## config.mk

```make
export PLATFORM = sky130hd
export DESIGN_NAME = id_insn_queue
export DESIGN_NICKNAME = d
export VERILOG_FILES = /design/src/rtl/id_insn_queue.sv
export SDC_FILE = /design/constraint.sdc
export NUM_CORES = 1
export LEC_CHECK = 0
export BUFFER_PORTS_ARGS = -buffer_cell sky130_fd_sc_hd__buf_4
export CORE_ASPECT_RATIO = 0.5
export CORE_MARGIN = 2
export CORE_UTILIZATION = 25
export DETAILED_ROUTE_END_ITERATION = 8
export HOLD_SLACK_MARGIN = 0.02
export SLEW_MARGIN = 40
export SYNTH_ARGS = -nofsm -noshare
export SYNTH_HDL_FRONTEND = slang
export SYNTH_SLANG_ARGS = --single-unit
```

## constraint.sdc

```tcl
create_clock -name clk -period 6.36 [get_ports clk]
set_clock_uncertainty 0.05 [all_clocks]
set_input_delay 0.636 -clock clk [delete_from_list [all_inputs] [get_ports clk]]
set_output_delay 0.636 -clock clk [all_outputs]
set_load 0.005 [all_outputs]
```

## src/rtl/id_insn_queue.sv

```systemverilog
// id_insn_queue: DEPTH-entry FIFO of {En, PC, Insn} decoupling fetch from decode.
// The head entry is read from storage at the read pointer and gated by QValid.
// Flush empties the queue in one cycle. Overflow is sticky until reset.
module id_insn_queue #(
  parameter int ADDR_W = 30,
  parameter int DATA_W = 32,
  parameter int DEPTH  = 4,
  parameter int CNT_W  = $clog2(DEPTH) + 1
) (
  input  logic              clk,
  input  logic              reset,
  input  logic              Flush,
  input  logic              Push,
  input  logic              IFEn,
  input  logic [ADDR_W-1:0] IFPC,
  input  logic [DATA_W-1:0] IFInsn,
  output logic              PushReady,
  input  logic              Pop,
  output logic              QValid,
  output logic              QEn,
  output logic [ADDR_W-1:0] QPC,
  output logic [DATA_W-1:0] QInsn,
  output logic [CNT_W-1:0]  Count,
  output logic              Overflow
);

  localparam int PTR_W = $clog2(DEPTH);

  logic              en_mem   [DEPTH];
  logic [ADDR_W-1:0] pc_mem   [DEPTH];
  logic [DATA_W-1:0] insn_mem [DEPTH];

  logic [PTR_W-1:0] wr_ptr;
  logic [PTR_W-1:0] rd_ptr;
  logic [CNT_W-1:0] count_q;
  logic             overflow_q;

  logic push_ok;
  logic pop_ok;

  // Handshake qualification; PushReady looks at occupancy only, never at Pop.
  always_comb begin
    PushReady = (count_q < CNT_W'(DEPTH));
    QValid    = (count_q != '0);
    push_ok   = Push && PushReady && !Flush;
    pop_ok    = Pop && QValid && !Flush;
  end

  // Entry storage; contents survive flush/reset but are hidden behind QValid.
  always_ff @(posedge clk) begin
    if (push_ok) begin
      en_mem[wr_ptr]   <= IFEn;
      pc_mem[wr_ptr]   <= IFPC;
      insn_mem[wr_ptr] <= IFInsn;
    end
  end

  // Pointers and occupancy; flush and reset both return to an empty queue.
  always_ff @(posedge clk) begin
    if (reset || Flush) begin
      wr_ptr  <= '0;
      rd_ptr  <= '0;
      count_q <= '0;
    end else begin
      if (push_ok) wr_ptr <= wr_ptr + PTR_W'(1);
      if (pop_ok)  rd_ptr <= rd_ptr + PTR_W'(1);
      if (push_ok && !pop_ok)      count_q <= count_q + CNT_W'(1);
      else if (pop_ok && !push_ok) count_q <= count_q - CNT_W'(1);
    end
  end

  // Sticky overflow: any push offered while full, cleared only by reset.
  always_ff @(posedge clk) begin
    if (reset)                  overflow_q <= 1'b0;
    else if (Push && !PushReady) overflow_q <= 1'b1;
  end

  // Head presentation; everything reads as zero while the queue is empty.
  always_comb begin
    QEn   = 1'b0;
    QPC   = '0;
    QInsn = '0;
    if (QValid) begin
      QEn   = en_mem[rd_ptr];
      QPC   = pc_mem[rd_ptr];
      QInsn = insn_mem[rd_ptr];
    end
  end

  assign Count    = count_q;
  assign Overflow = overflow_q;

endmodule

```

==> impl_metrics.env <==
export IMPL_status="finished clean"
export IMPL_finalNonFillerCells=1151
export IMPL_worstSetupPathType="reg -> out"
export IMPL_slew_limit_headroom_pct=52.0
export IMPL_critical_path_most_common_cell="buf_4"
export IMPL_fin_crit_sh_pct=55.5
export IMPL_fp_dieW_um=288
export IMPL_place_gp_congestion=0.671
export IMPL_power_leakage_nw=4.20
export IMPL_grt_setup_unrepaired="no"
export IMPL_via_count=4695
export IMPL_critPathLaunchType="register"
export IMPL_detail_route_antenna_nets=0
export IMPL_cts_setup_buffers=0
export IMPL_antennaDiodeCount=0
export IMPL_core_mm2=0.0393
export IMPL_postLayoutCellArea_mm2=0.0126
export IMPL_cts_tree="done"
export IMPL_whs_path_depth=2
export IMPL_arrival_ns=2.84
export IMPL_root_buffer="clkbuf_16"
export IMPL_crit_path_top_delay_cell="mux4_1"
export IMPL_max_freq_ghz=0.283
export IMPL_grt_util_met1_pct=10.4
export IMPL_final_hold_viol_count=0
export IMPL_postCtsHoldBufs=0
export IMPL_io_pins=137
export IMPL_cts_max_path_buffers=3
export IMPL_maxCapViolCount=0
export IMPL_grt_overflow_total=0
export IMPL_cp_top_family="buffers and inverters"
export IMPL_fin_ws_ns=2.83
export IMPL_numCtsBuffers=27
export IMPL_drc=0
export IMPL_grt_max_degree=65
export IMPL_die_h_um=146
export IMPL_drt_pass1_iter_count=4
export IMPL_setup_tns_ns=0
export IMPL_grt_use_met2_pct=17.6
export IMPL_clock_sinks=262
export IMPL_peakVddDrop_mv=0.138
export IMPL_synth_cell_types=23
export IMPL_holdWs_ns=0.229
export IMPL_port_buffers=136
export IMPL_path_depth=5
export IMPL_post_cts_resized=0
export IMPL_drive_gt1_share_pct=41.4
export IMPL_yosysSeqAreaShare_pct=77.0
export IMPL_cp_end_kind="primary output"
export IMPL_pre_cts_ws_ns=3.27
export IMPL_grt_usage_pct=9.17
export IMPL_antenna_found_initial=0
export IMPL_totalWireLength_um=19500
export IMPL_start_util_pct=25.7
export IMPL_fin_nets=674
export IMPL_syn_inst=450
export IMPL_area_delta_synth_final_pct=25.0
export IMPL_drt_iter0_markers=258
export IMPL_avgSynthCellArea_um2=22.4
export IMPL_wl_per_cell_um=17.0
export IMPL_setup_violations=0
export IMPL_hpwlAfterDp_um=11200
export IMPL_hp_class="in -> reg"
export IMPL_grt_pass1_vias=5025
export IMPL_rows=51
export IMPL_crit_buf_inv=3
export IMPL_r2r_slack_ns=4.02
export IMPL_reg2regPathDepth=7
export IMPL_use_met3_pct=1.36
export IMPL_fillerInstances=3819
export IMPL_htreeDepth=1
export IMPL_clock_latency_ns=0.52
export IMPL_die_area_mm2=0.0421
export IMPL_tightestPinTransition_ns=0.720
export IMPL_cpPeakStageDelay_ns=0.62
export IMPL_min_period_ns=3.53
export IMPL_numPlacedInstances=1101
export IMPL_post_synth_instance_area_mm2=0.0101
export IMPL_synth_fp_nets=524
export IMPL_worst_ep_required_time_ns=5.67
export IMPL_grt_most_used_layer="met2"
export IMPL_final_max_slew_viol_count=0
export IMPL_grt_pass1_wl_um=29800
export IMPL_synth_seq_cells=262
export IMPL_yosysWarnings=0
export IMPL_worstPathCellList="buf_12 -> buf_4 -> mux4_1 -> and2_1 -> buf_4"
export IMPL_p_per_area_mw_per_mm2=301
export IMPL_viasPerCell=4.08
export IMPL_critPathMaxFanout=26
export IMPL_path_clk_slew_ns=0.06
export IMPL_post_dp_cell_area_mm2=0.0117
==> synth_stat cells <==
master / instances / area (µm²)
a21oi_1: 2 / 10.0
and2_1: 67 / 419
buf_12: 6 / 120
buf_2: 8 / 40.0
buf_6: 2 / 22.5
clkbuf_1: 7 / 26.3
dfxtp_1: 10 / 200
edfxtp_1: 252 / 7570
fa_1: 1 / 20.0
ha_1: 5 / 62.6
inv_1: 4 / 15.0
mux2i_1: 2 / 20.0
mux4_1: 3 / 78.8
mux4_2: 60 / 1350
nor2_1: 8 / 30.0
nor3b_2: 1 / 12.5
o21ai_0: 1 / 5.00
o311ai_0: 1 / 8.76
o31ai_1: 1 / 7.51
or2_2: 2 / 12.5
or3_1: 2 / 12.5
xnor2_1: 1 / 8.76
xor2_1: 4 / 35.0
==> layer usage <==
layer	wire [µm]	share of wire (%)
met5	0	0
met4	500	2.6
met3	443	2.3
met2	11000	57
met1	7520	39
==> final cells by class <==
cell class	count	area [µm²]	area share (%)
sequential	262	7770	61.6
multi-input combinational	161	2100	16.6
timing repair buffer	144	1110	8.82
clock buffer	28	679	5.39
tap	530	663	5.26
clock inverter	22	269	2.13
inverter	4	15.0	0.119
==> where the power goes <==
part,internal [W],total (W),switching [W]
Clock,0.00102,0.00165,0.000629
Sequential,0.00192,0.00193,0.00000984
Combinational,0.000118,0.000219,0.000100
==> final timing paths <==
kind | startpoint | to
setup / recovery | register | QInsn[31]
hold / removal | reset | Overflow$_SDFFE_PP0P_
setup reg to reg | Count[2]$_SDFFE_PP0P_ | Count[2]$_SDFFE_PP0P_
hold reg to reg | Overflow$_SDFFE_PP0P_ | Overflow$_SDFFE_PP0P_
==> logic make-up (layout without fill, tap and decap cells) <==
family | count (synthesis) | after routing | synth area share [%]
flops | 262 | 262 | 77.0
simple gates | 80 | 80 | 4.83
mux | 65 | 65 | 14.4
buf+inv | 27 | 198 | 2.22
fa+ha+maj | 6 | 6 | 0.819
compound gates | 5 | 5 | 0.310
xor+xnor | 5 | 5 | 0.434
==> metrics by stage <==
| stage | power, W | util (%) |
|---|---|---|
| 4_1_cts | 0.00385 | 32.1 |
| 3_5_place_dp | 0.00219 | 29.7 |
| 5_1_grt | 0.00393 | 32.1 |
| 3_3_place_gp | 0.00219 | 29.6 |
| 6_report | 0.00380 | 32.1 |
| 2_1_floorplan | 0.00207 | - |
==> registers in the layout, indices dropped and copies added (netlist names), named ones only <==
register and count:
Count 3, Overflow 1, en_mem 4, insn_mem 128, pc_mem 120, rd_ptr 2
wr_ptr 2
==> layout by cell type (no fill, tap or decap), drive strengths merged, types with 2 or more instances in the layout <==
master	Yosys	routed
bufinv	0	6
edfxtp	252	252
a21oi	2	2
ha	5	5
buf	16	144
clkbuf	7	28
or3	2	2
clkinv	0	12
inv	4	5
and2	67	67
mux4	63	63
mux2i	2	2
dfxtp	10	10
xor2	4	4
or2	2	2
clkinvlp	0	3
nor2	8	8
(Power assumes the default switching activity.)
